`src/rtl/store_drain.sv`:
```
`default_nettype none
// +----------------------------------------------------------------------------+
// | Module : store_drain                                                        |
// | Drains retired stores from the store buffer head to the data cache, one    |
// | sram-like write in flight at a time, in program order.                     |
// | Rev    : 1.0  initial release                                               |
// +----------------------------------------------------------------------------+
module store_drain #(
  parameter int STORE_GROUP = 16,
  parameter int CNT_W       = 5
) (
  input  logic        clk,
  input  logic        reset,
  input  logic        flush,
  input  logic [1:0]  retire_store_cnt,
  output logic        commit_store_valid,
  input  logic [3:0]  commit_store_wstrb,
  input  logic [2:0]  commit_store_size,
  input  logic [31:0] commit_store_addr,
  input  logic [31:0] commit_store_data,
  output logic        data_req,
  output logic        data_wr,
  output logic [2:0]  data_size,
  output logic [31:0] data_addr,
  output logic [3:0]  data_wstrb,
  output logic [31:0] data_wdata,
  input  logic        data_addr_ok,
  input  logic        data_data_ok,
  output logic        store_pending
);

  localparam logic [1:0] C_ST_IDLE = 2'd0;
  localparam logic [1:0] C_ST_REQ  = 2'd1;
  localparam logic [1:0] C_ST_RESP = 2'd2;

  localparam logic [CNT_W-1:0] C_MAX_PENDING = CNT_W'(STORE_GROUP);

  logic [1:0]       r_state;
  logic [1:0]       w_state_next;
  logic [CNT_W-1:0] r_pending_cnt;
  logic [CNT_W-1:0] w_pending_cnt_next;
  logic             w_pop;
  logic             w_slot_free;

  logic [2:0]       r_size;
  logic [31:0]      r_addr;
  logic [3:0]       r_wstrb;
  logic [31:0]      r_wdata;

  // A new store may be launched from IDLE or in the very cycle the previous
  // write completes, which gives back-to-back drains with no idle bubble.
  assign w_slot_free = (r_state == C_ST_IDLE) ||
                       ((r_state == C_ST_RESP) && data_data_ok);
  assign w_pop       = w_slot_free && (r_pending_cnt != '0) && !flush && !reset;

  // Retire and pop in the same cycle net out; flush drops any retires this cycle.
  always_comb begin
    w_pending_cnt_next = r_pending_cnt + CNT_W'(retire_store_cnt) - CNT_W'(w_pop);
    if (flush) begin
      w_pending_cnt_next = '0;
    end
  end

  always_comb begin
    w_state_next = r_state;
    case (r_state)
      C_ST_IDLE: begin
        if (w_pop) begin
          w_state_next = C_ST_REQ;
        end
      end
      C_ST_REQ: begin
        if (data_addr_ok) begin
          w_state_next = C_ST_RESP;
        end
      end
      C_ST_RESP: begin
        if (data_data_ok) begin
          w_state_next = w_pop ? C_ST_REQ : C_ST_IDLE;
        end
      end
      default: begin
        w_state_next = C_ST_IDLE;
      end
    endcase
  end

  always_ff @(posedge clk) begin
    if (reset) begin
      r_state       <= C_ST_IDLE;
      r_pending_cnt <= '0;
      r_size        <= '0;
      r_addr        <= '0;
      r_wstrb       <= '0;
      r_wdata       <= '0;
    end else begin
      r_state       <= w_state_next;
      r_pending_cnt <= w_pending_cnt_next;
      // Head entry is only valid while the pop pulse is high.
      if (w_pop) begin
        r_size  <= commit_store_size;
        r_addr  <= commit_store_addr;
        r_wstrb <= commit_store_wstrb;
        r_wdata <= commit_store_data;
      end
    end
  end

  assign commit_store_valid = w_pop;
  assign data_req           = (r_state == C_ST_REQ);
  assign data_wr            = (r_state == C_ST_REQ);
  assign data_size          = r_size;
  assign data_addr          = r_addr;
  assign data_wstrb         = r_wstrb;
  assign data_wdata         = r_wdata;
  assign store_pending      = (r_pending_cnt != '0) || (r_state != C_ST_IDLE);

  a_pending_bound: assert property (@(posedge clk) disable iff (reset)
    r_pending_cnt <= C_MAX_PENDING);

  a_no_empty_pop: assert property (@(posedge clk) disable iff (reset)
    !(w_pop && (r_pending_cnt == '0)));

endmodule
`default_nettype wire

```
`config.mk`:
```
export PLATFORM = sky130hd
export DESIGN_NAME = store_drain
export DESIGN_NICKNAME = d
export VERILOG_FILES = /design/src/rtl/store_drain.sv
export SDC_FILE = /design/constraint.sdc
export NUM_CORES = 1
export LEC_CHECK = 0
export CAP_MARGIN = 25
export CORE_MARGIN = 1.5
export CORE_UTILIZATION = 23
export DETAILED_ROUTE_END_ITERATION = 12
export DONT_BUFFER_PORTS = 1
export GPL_ROUTABILITY_DRIVEN = 0
export GPL_TIMING_DRIVEN = 0
export SLEW_MARGIN = 5
export SYNTH_ARGS = -nofsm -noshare
export SYNTH_HDL_FRONTEND = slang
export SYNTH_SLANG_ARGS = --single-unit
```
`constraint.sdc`:
```
create_clock -name clk -period 6.1 [get_ports clk]
set_input_delay 1.22 -clock clk [delete_from_list [all_inputs] [get_ports clk]]
set_output_delay 1.22 -clock clk [all_outputs]
set_load 0.02 [all_outputs]
```
Word-level counts from Yosys, hierarchy flattened
Index checks and enable logic that the tools add are counted.
{"block": "totals", "regBits": 78, "latch_bits": 0, "ramBits": 0, "romBits": 0, "out_inout_bits": 75, "word_cells": 31, "n_memories": 0}
{"block": "classes", "n_addsub": 2, "mul": 0, "div_mod_pow": 0, "n_lt_le_gt_ge": 0, "eq_ne": 5, "shift": 0, "mux": 5, "n_bitwise": 0, "n_reduce_logical": 13}
{"operator": "$mux W2", "count": 3}
{"operator": "$pmux W2 S3", "count": 1}
{"operator": "$add A5 B2 Y5", "count": 1}
{"operator": "$reduce_bool A5 Y1", "count": 1}
{"operator": "$sub A5 B1 Y5", "count": 1}
{"operator": "$logic_and A1 B1 Y1", "count": 4}
{"operator": "$ne A2 B2 Y1 const B", "count": 2}
{"operator": "$reduce_and A3 Y1", "count": 1}
{"operator": "$eq A2 B1 Y1 const B", "count": 1}
{"operator": "$eq A2 B2 Y1 const B", "count": 1}
{"operator": "$logic_not A1 Y1", "count": 2}
{"operator": "$logic_not A2 Y1", "count": 1}
{"operator": "$logic_or A1 B1 Y1", "count": 2}
{"operator": "$ne A2 B1 Y1 const B", "count": 1}
{"operator": "$reduce_bool A2 Y1", "count": 1}
{"operator": "$reduce_or A2 Y1", "count": 1}
{"operator": "$mux W1", "count": 1}

Depth between registers and ports, before layout
Gate-level depths: netlist (run 1).
{"block": "depth", "word_depth": 9, "ltp_mapped": 12, "mapped_depth_nobuf": 12}

Worst setup path before layout (run 1)
No wires, ideal clock.
{"block": "synth_timing", "kind": "in2reg", "start": "in reset", "end": "reg r_pending_cnt[4]", "t_arrival_ps": 3833, "required_ps": 6028, "slack_ps": 2196, "stages": 11, "path_buffers": 1, "path_cell_list": "clkbuf_1 -> nor2_1 -> nor4b_1 -> ha_1 -> inv_1 -> ha_1 -> inv_1 -> fa_1 -> nand2b_1 -> a21oi_1 -> mux2i_1"}
{"block": "synth_between", "elab_chain_len": 3, "elab_cells_between_ends": 4, "classes_between": "add/sub: 1; reduce/logical: 3"}
{"item": "from (decl)", "line": "13", "text": "input logic reset,"}
{"item": "$logic_not A1 Y1", "line": "54", "text": "assign w_pop = w_slot_free && (r_pending_cnt != '0) && !flush && !reset;"}
{"item": "$logic_and A1 B1 Y1", "line": "54"}
{"item": "via commit_store_valid", "line": "16", "text": "output logic commit_store_valid,"}
{"item": "$sub A5 B1 Y5", "line": "58", "text": "w_pending_cnt_next = r_pending_cnt + CNT_W'(retire_store_cnt) - CNT_W'(w_pop);"}
{"item": "to (signal assigned)", "line": "98", "text": "r_pending_cnt <= w_pending_cnt_next;"}
{"item": "to (decl)", "line": "40", "text": "logic [CNT_W-1:0] r_pending_cnt;"}
The timed path passes the listed nets, and every way through them passes these cells.
A chain may end at the register's enable or synchronous reset.

Worst setup path after layout (run 1)
{"block": "layout_timing", "start": "in reset", "end": "out commit_store_valid"}
{"block": "layout_between", "elab_chain_len": 2}
{"item": "$logic_not A1 Y1", "line": "54"}
{"item": "$logic_and A1 B1 Y1", "line": "54"}
{"item": "to (decl)", "line": "16"}
Every way passes these cells.

==> results.yml, run 1 <==
outcome:
  status: "finished clean"
setup_path:
  critPathSlowestCell: "nor4b_1"
  start_kind: "input port"
  critPathKind: "in -> out"
  critPathMaxStageDelay_ns: 0.41
  crit_arrival_ns: 2.45
  path_cells: "clkbuf_1 > nor2_1 > nor4b_1 > buf_2"
  cp.required_ns: 4.88
  worstSetupEndpointType: "output pin"
  crit_path_max_fanout: 10
cells_and_area:
  area_growth_pct: 14.9
  fin_area_um2: 4290
  n_antenna_cell: 0
  final_common_cell: "nand2b_1"
  final_cell_mix: "nand2b_1, dfxtp_1, mux2i_1, clkbuf_1, inv_1"
  layout.nets: 463
  multi_input_area_um2: 1910
  fillers: 1692
  drive_gt1_share_pct: 6.84
  register_area_um2: 1560
timing:
  hold_viol: 0
  clock.fmax_ghz: 0.272
  rsz0062_at_grt: "false"
  skew_ns: 0.00813
  fin_crit_ns: 3.67
  finalSetupTns_ns: 0
  slew-limit-headroom_pct: 53.3
  worst_slew_pin_slew_ns: 0.701
  fin_crit_sh_pct: 60.2
  finalSetupViolCount: 0
  report.final.slew_viol_count: 0
placement:
  dp_hpwl_um: 6820
  postPlaceCellArea_um2: 4010
  port-buffer-count: 0
yosys:
  synthesis.nets: 450
  synth_area_um2: 3730
  synth_area_leader_cell: "dfxtp_1"
  synth_top_area_share_pct: 41.9
  yosysSeqAreaShare_pct: 41.9
  synth-seq-cells: 78
  ys_types: 25
  ys.warnings.count: 0
  syn_area_per_cell_um2: 10.3
  syn_inst: 364
  synth_area_leaders: "dfxtp_1, nand2b_1, mux2i_1"
grt:
  grt_remaining_overflow: 0
  grt_pass1_vias: 2544
  grt_first_pass_wirelength_um: 13200
  grt_max_degree: 12
  gr-usage-all-layers_pct: 10.6
  antenna_found_initial: 0
pwr:
  p_clk_share_pct: 33.0
  combPwrFrac_pct: 20.2
  power.leakage_nw: 1.57
  power.density_nw_per_um2: 355
  p_seq_share_pct: 46.8
  swShare_pct: 31.1
  internal_power_w: 0.00105
  p_switching_w: 0.000473
  irDropWorstVdd_uv: 143
route:
  drtAntennaViolNets: 0
  vias_per_cell: 4.13
  vias: 2461
  wl_um: 8940
  firstDrtPassIters: 4
  wl_per_cell_um: 15.0
  drt_iter0_markers: 46
  drc: 0
clock_network:
  clkSinkCount: 78
  clock_latency_ns: 0.34
  cts_made_buffers: 9
  tritoncts: "yes"
  cts.clk_slew.worst_paths_ns: 0.06
  cts_resized: 0
  clockBufferDepth: 2
  cts_root_buf: "clkbuf_16"
  cts_setup_buffers: 0
  ctsHoldBuffers: 0
  h-tree-depth: 3
floorplanning:
  ios: 153
  fp.dieW_um: 130
  coreArea_um2: 15900
  die_h_um: 130
  die_area_um2: 17000
  core.rowCount: 46
  initial_utilization_pct: 23.5
job:
  drv_cap: 0
worst_hold_path:
  min_path_type: "reg -> reg"
-- registers in the layout, summed over array words and instances, names as in the netlist --
name,cells
data_wstrb,4
data_wdata,32
r_state,2
r_pending_cnt,5
data_size,3
data_addr,32
-- kinds of logic (layout without fill, tap and decap cells) --
group,Yosys count,after routing,synth area share (%)
AOI/OAI and AO/OA,5,5,0.939
xor gates and xnor gates,1,1,0.235
adders and majority gates,8,8,2.88
buffers and inverters,35,51,6.87
DFF,78,78,41.9
muxes,73,73,19.6
and+or+nand+nor,164,164,27.6
-- synthesized netlist by cell type --
library cell and count:
a21o_1 1, a21oi_1 2, a22oi_1 1, and2_1 1, and3_1 1, buf_12 7
buf_4 1, buf_6 1, clkbuf_1 16, dfxtp_1 78, fa_1 1, ha_1 7
inv_1 10, mux2i_1 73, nand2_1 3, nand2b_1 144, nor2_1 5, nor2b_1 4
nor3_1 1, nor4_2 1, nor4b_1 1, nor4b_4 1, o21ba_2 1, or3_1 2
xor2_1 1
-- power by group through the flow --
| stage | Sequential [W] | Clock (W) | Combinational [W] |
|---|---|---|---|
| detailed placement | 0.000723 | 0 | 0.000316 |
| floorplan | 0.000704 | 0 | 0.000264 |
| finish | 0.000711 | 0.000502 | 0.000308 |
| global placement | 0.000721 | 0 | 0.000303 |
| global route | 0.000720 | 0.000547 | 0.000339 |
| CTS | 0.000712 | 0.000529 | 0.000317 |
-- final cells by class --
cell class / count / area share, %
Buffer: 25 / 5.11
Clock buffer: 13 / 6.31
Clock inverter: 1 / 0.117
Inverter: 10 / 0.876
Multi-Input combinational cell: 251 / 44.6
Sequential cell: 78 / 36.4
Tap cell: 216 / 6.31
Timing Repair Buffer: 2 / 0.204
-- routing by layer --
layer	GRT usage [%]	up-vias	wire, um
li1	-	1201	-
met1	11.9	1149	3780
met2	17.2	100	4160
met3	4.43	11	848
met4	5.24	0	163
met5	0	-	0
-- worst max-delay path, delay by kind of cell --
| family | cells | cell delay, ns |
|---|---|---|
| buf+inv | 2 | 0.52 |
| simple gates | 2 | 0.71 |
-- metrics by stage --
step	total power [W]	util [%]	instances	hold slack, ns	setup slack (ns)
2_1_floorplan	0.000968	-	364	0.503	2.20
3_3_place_gp	0.00102	25.2	580	0.532	1.60
3_5_place_dp	0.00104	25.2	582	0.563	2.13
4_1_cts	0.00156	27.0	596	0.577	2.36
5_1_grt	0.00161	27.0	596	0.594	2.25
6_report	0.00152	27.0	596	0.567	2.43
-- worst paths after layout --
path / from / to / slack [ns] / cells past startpoint
worst max-delay path: reset / commit_store_valid / 2.43 / 4
worst max register to register: r_pending_cnt[2] / r_pending_cnt[4] / 3.24 / 13
worst min-delay path: r_state[1] / r_state[1] / 0.57 / 2
worst min register to register: r_state[1] / r_state[1] / 0.57 / 2
Note: power is estimated with default switching activity, not from simulation.
==> run 2: changes to the inputs <==
Clock period 6.1 ns to 3.3 ns, I/O delays scaled along.
==> run 2 against run 1 <==
Effect of this change: utilization up 0.50 points; sequential share of layout area down 0.66 points; count of clock-buffer cells in the layout shrank 3; clock power is 130% higher; final area is 1.8% higher; cell count is the same; die area unchanged; via count grew 0.81%; wire length decreased by 0.55%; hold slack lost 0.17 ns; critical endpoint is now r_pending_cnt[4]; largest cell class unchanged; highest routed layer unchanged.
==> results.yml, run 2 (synthesis results as in run 1) <==
cells_and_area:
  fin_cells: 596
  fillers: 1711
  area_growth_pct: 17.0
  n_antenna_cell: 0
  layout.nets: 461
  final_common_cell: "nand2b_1"
  drive_gt1_share_pct: 7.63
  final_cell_mix: "nand2b_1, dfxtp_1, mux2i_1, clkbuf_1, inv_1"
  final_util_pct: 27.5
route:
  wl_um: 8900
  drtAntennaViolNets: 0
  drt_iter0_markers: 36
  firstDrtPassIters: 4
  vias: 2481
  vias_per_cell: 4.16
  drc: 0
  wl_per_cell_um: 14.9
timing:
  slew-limit-headroom_pct: 48.9
  finalSetupViolCount: 0
  report.final.slew_viol_count: 0
  clock.fmax_ghz: 0.338
  skew_ns: 0.00507
  rsz0062_at_grt: "false"
  hold_viol: 0
  worst_slew_pin_slew_ns: 0.766
  fin_crit_sh_pct: 89.7
  fin_crit_ns: 2.96
grt:
  gr-usage-all-layers_pct: 10.5
  antenna_found_initial: 0
  grt_first_pass_wirelength_um: 13200
  grt_remaining_overflow: 0
  grt_pass1_vias: 2564
  grt_max_degree: 14
worst_hold_path:
  min_path_type: "in -> reg"
  min_to: "r_pending_cnt[1]"
  min_path_cells: 1
  min-delay-start: "flush"
clock_network:
  cts_root_buf: "clkbuf_16"
  clkSinkCount: 78
  clock_latency_ns: 0.34
  cts.clk_slew.worst_paths_ns: 0.06
  clockBufferDepth: 2
  h-tree-depth: 3
  tritoncts: "yes"
  cts_made_buffers: 9
  cts_setup_buffers: 0
placement:
  dp_cells: 580
  port-buffer-count: 0
  dp_hpwl_um: 6820
setup_path:
  crit_arrival_ns: 3.23
  path_cells: "clkbuf_1 > nor2_1 > nor4b_4 > ha_1 > inv_1 > ha_1 > inv_1 > fa_1 > nand2b_1 > a21oi_1 > mux2i_1"
  crit_path_max_fanout: 10
  timing.rr.start: "r_pending_cnt[2]"
  cp.required_ns: 3.57
  start_kind: "input port"
  critPathSlowestCell: "nor4b_4"
  critPathKind: "in -> reg"
  r2r-end: "r_pending_cnt[4]"
  worstSetupEndpointType: "register"
  critPathMaxStageDelay_ns: 0.47
  r2r_setup_slack_ns: 0.52
  rr_worst_depth: 12
floorplanning:
  die_area_um2: 17000
  initial_utilization_pct: 23.5
  ios: 153
  core.rowCount: 46
  fp.dieW_um: 130
  die_h_um: 130
  coreArea_um2: 15900
pwr:
  irDropWorstVdd_uv: 257
  power.density_nw_per_um2: 698
  power.leakage_nw: 1.61
outcome:
  status: "finished clean"
job:
  drv_cap: 0
-- run 2: repair_timing --
action,CTS,global route
setup endpoints to repair,0,1
hold buffers,0,0
gates resized for setup,0,1
-- run 2: critical path: cells and delay by family --
kind            cells  cell delay, ns
compound gates      1            0.16
simple gates        3            0.98
buf+inv             3            0.37
mux                 1            0.19
fa+ha+maj           3            0.86
-- run 2: worst max-delay path by stage --
stage                      from               end  slack (ns)
after global routing      reset  r_pending_cnt[4]        0.12
final                     reset  r_pending_cnt[4]        0.34
after detailed placement  reset  r_pending_cnt[4]       -0.28
after floorplan           reset  r_pending_cnt[4]        0.32
after CTS                 reset  r_pending_cnt[4]        0.08
after global placement    reset  r_pending_cnt[4]       -0.21
-- run 2: per-stage QoR --
step	area, um^2	setup TNS, ns	power (W)	worst slack, ns	hold WS (ns)
finish	4360	0	0.00304	0.341	0.397
global route	4360	0	0.00320	0.120	0.374
floorplan	3740	0	0.00179	0.315	0.503
global placement	4010	-0.259	0.00189	-0.206	0.529
CTS	4360	0	0.00309	0.0781	0.378
detailed placement	4010	-0.404	0.00192	-0.278	0.548
-- run 2: layout make-up --
cell class,count,area (um^2),share of cell area [%]
inverters,10,37.5,0.860
well taps,216,270,6.19
plain buffers,25,219,5.02
clock inverters,6,109,2.49
clock buffers,10,239,5.48
multi-input cells,251,1930,44.2
flip-flops and latches,78,1560,35.8
-- run 2: report_power, final --
part           switching (W)  total [W]  internal (W)  leakage, nW
combinational       0.000275   0.000578      0.000303        0.796
clock               0.000395    0.00115      0.000758        0.172
sequential          0.000240    0.00131       0.00107        0.637
-- run 2: per-layer routing --
metal  up-vias  track usage (%)  wire length, um
met1      1164             11.0             3560
li1       1201                -                -
met2       101             17.6             4280
met3        15             5.62              886
met5         -                0                0
met4         0             4.33              170
==> run 3: changes to the inputs <==
Settings changed: DONT_BUFFER_PORTS 1 to not set, PLACE_DENSITY set to 0.53.
==> run 3 against run 2 <==
Effect of this change: utilization grew 9.2 points; clock skew grew 0.0013 ns; sequential share of layout area shrank 9.0 points; sequential cell count is the same; combinational power grew 83%; non-clock buffer count grew 151; worst setup slack lost 0.16 ns; die area is the same; clock power shrank 12%; sequential power shrank 12%; power grew 5.7%; critical endpoint is now commit_store_valid; largest power group unchanged.
==> results.yml, run 3 (synthesis results as in run 1) <==
route:
  vias_per_cell: 3.94
  wl_um: 9760
  drtAntennaViolNets: 0
  wl_per_cell_um: 13.1
  vias: 2943
  firstDrtPassIters: 4
  drt_iter0_markers: 78
  drc: 0
cells_and_area:
  layout.nets: 612
  drive_gt1_share_pct: 5.27
  final_cell_mix: "clkdlybuf4s50_1, nand2b_1, dfxtp_1, mux2i_1, clkbuf_1"
  fin_cells: 747
  register_area_um2: 1560
  fillers: 1625
  n_antenna_cell: 0
  area_growth_pct: 56.0
  final_common_cell: "clkdlybuf4s50_1"
  multi_input_area_um2: 1920
timing:
  fin_crit_sh_pct: 94.4
  report.final.slew_viol_count: 0
  skew_ns: 0.00641
  hold_viol: 0
  slew-limit-headroom_pct: 63.0
  rsz0062_at_grt: "false"
  fin_crit_ns: 3.12
  worst_slew_pin_slew_ns: 0.554
  fin_hold_ws_ns: 0.472
  clock.fmax_ghz: 0.321
  finalSetupViolCount: 0
pwr:
  power.leakage_nw: 2.14
  power.density_nw_per_um2: 553
  irDropWorstVdd_uv: 274
placement:
  dp_hpwl_um: 7130
  port-buffer-count: 151
  dp_cells: 731
clock_network:
  cts.clk_slew.worst_paths_ns: 0.06
  clkSinkCount: 78
  cts_made_buffers: 9
  cts_setup_buffers: 0
  ctsHoldBuffers: 0
  cts_root_buf: "clkbuf_16"
  clockBufferDepth: 2
  clock_latency_ns: 0.34
  cts_resized: 0
  h-tree-depth: 3
  tritoncts: "yes"
setup_path:
  critPathKind: "in -> out"
  crit_path_max_fanout: 5
  cp_common_cell: "clkdlybuf4s50_1"
  critPathSlowestCell: "clkdlybuf4s50_1"
  worst-path-buf-inv: 2
  start_kind: "input port"
  cp.required_ns: 2.64
  crit_arrival_ns: 2.46
  critPathMaxStageDelay_ns: 0.66
  worstSetupEndpointType: "output pin"
  path_cells: "clkdlybuf4s50_1 > nor2_1 > nor4b_2 > clkdlybuf4s50_1"
  cp_top_family: "buffers and inverters"
floorplanning:
  initial_utilization_pct: 23.5
  die_h_um: 130
  ios: 153
  fp.dieW_um: 130
  core.rowCount: 46
  coreArea_um2: 15900
  die_area_um2: 17000
grt:
  grt_first_pass_wirelength_um: 14900
  antenna_found_initial: 0
  grt_remaining_overflow: 0
  gr-usage-all-layers_pct: 11.5
  grt_pass1_vias: 2949
  grt_max_degree: 13
outcome:
  status: "finished clean"
job:
  drv_cap: 0
worst_hold_path:
  min_path_type: "reg -> reg"
## run 3: path summary, 6_finish.rpt
check	startpoint	to	slack [ns]	depth (start not counted)
worst max-delay path	flush	commit_store_valid	0.18	4
worst min-delay path	data_wdata[18]	data_wdata[18]	0.47	2
worst max register to register	r_pending_cnt[3]	r_pending_cnt[4]	0.68	12
worst min register to register	data_wdata[18]	data_wdata[18]	0.47	2
## run 3: metal layers
| layer | share of wire, % | up-vias | wire [um] | global-route usage (%) |
|---|---|---|---|---|
| met1 | 47 | 1331 | 4620 | 15.0 |
| li1 | - | 1496 | - | - |
| met3 | 7.8 | 12 | 761 | 3.65 |
| met2 | 43 | 104 | 4190 | 17.2 |
| met4 | 1.9 | 0 | 190 | 5.62 |
| met5 | 0 | - | 0 | 0 |
## run 3: final cells by class
cell class | instances | area share, %
multi-input combinational | 251 | 33.0
sequential | 78 | 26.8
timing repair buffer | 151 | 26.0
tap | 216 | 4.64
clock buffer | 12 | 4.41
buffer | 25 | 3.76
clock inverter | 4 | 0.774
inverter | 10 | 0.645
## run 3: power by group
group	switching, W	internal, W	leakage (nW)	total, W
sequential	0.0000750	0.00107	0.637	0.00115
combinational	0.000477	0.000581	1.35	0.00106
clock	0.000390	0.000623	0.152	0.00101
total	0.000942	0.00228	2.14	0.00322
## run 3: worst reg2reg max path, cell delays in order, from the launching register on
cell and delay [ns]:
dfxtp_1 0.35, inv_1 0.06, ha_1 0.18, nor4b_4 0.14
nor4b_2 0.32, ha_1 0.29, inv_1 0.06, ha_1 0.16
inv_1 0.05, fa_1 0.38, nand2b_1 0.17, a21oi_1 0.19
mux2i_1 0.20
## run 3: through the flow
step / utilization (%) / area [um^2] / power (W) / setup TNS (ns) / worst slack [ns]
after floorplan: - / 3740 / 0.00179 / 0 / 0.315
after CTS: 36.6 / 5820 / 0.00329 / 0 / 0.169
after global placement: 34.7 / 5520 / 0.00223 / -0.0446 / -0.0446
after detailed placement: 34.7 / 5520 / 0.00224 / -0.100 / -0.100
after global routing: 36.6 / 5820 / 0.00340 / 0 / 0.122
final: 36.6 / 5820 / 0.00322 / 0 / 0.185
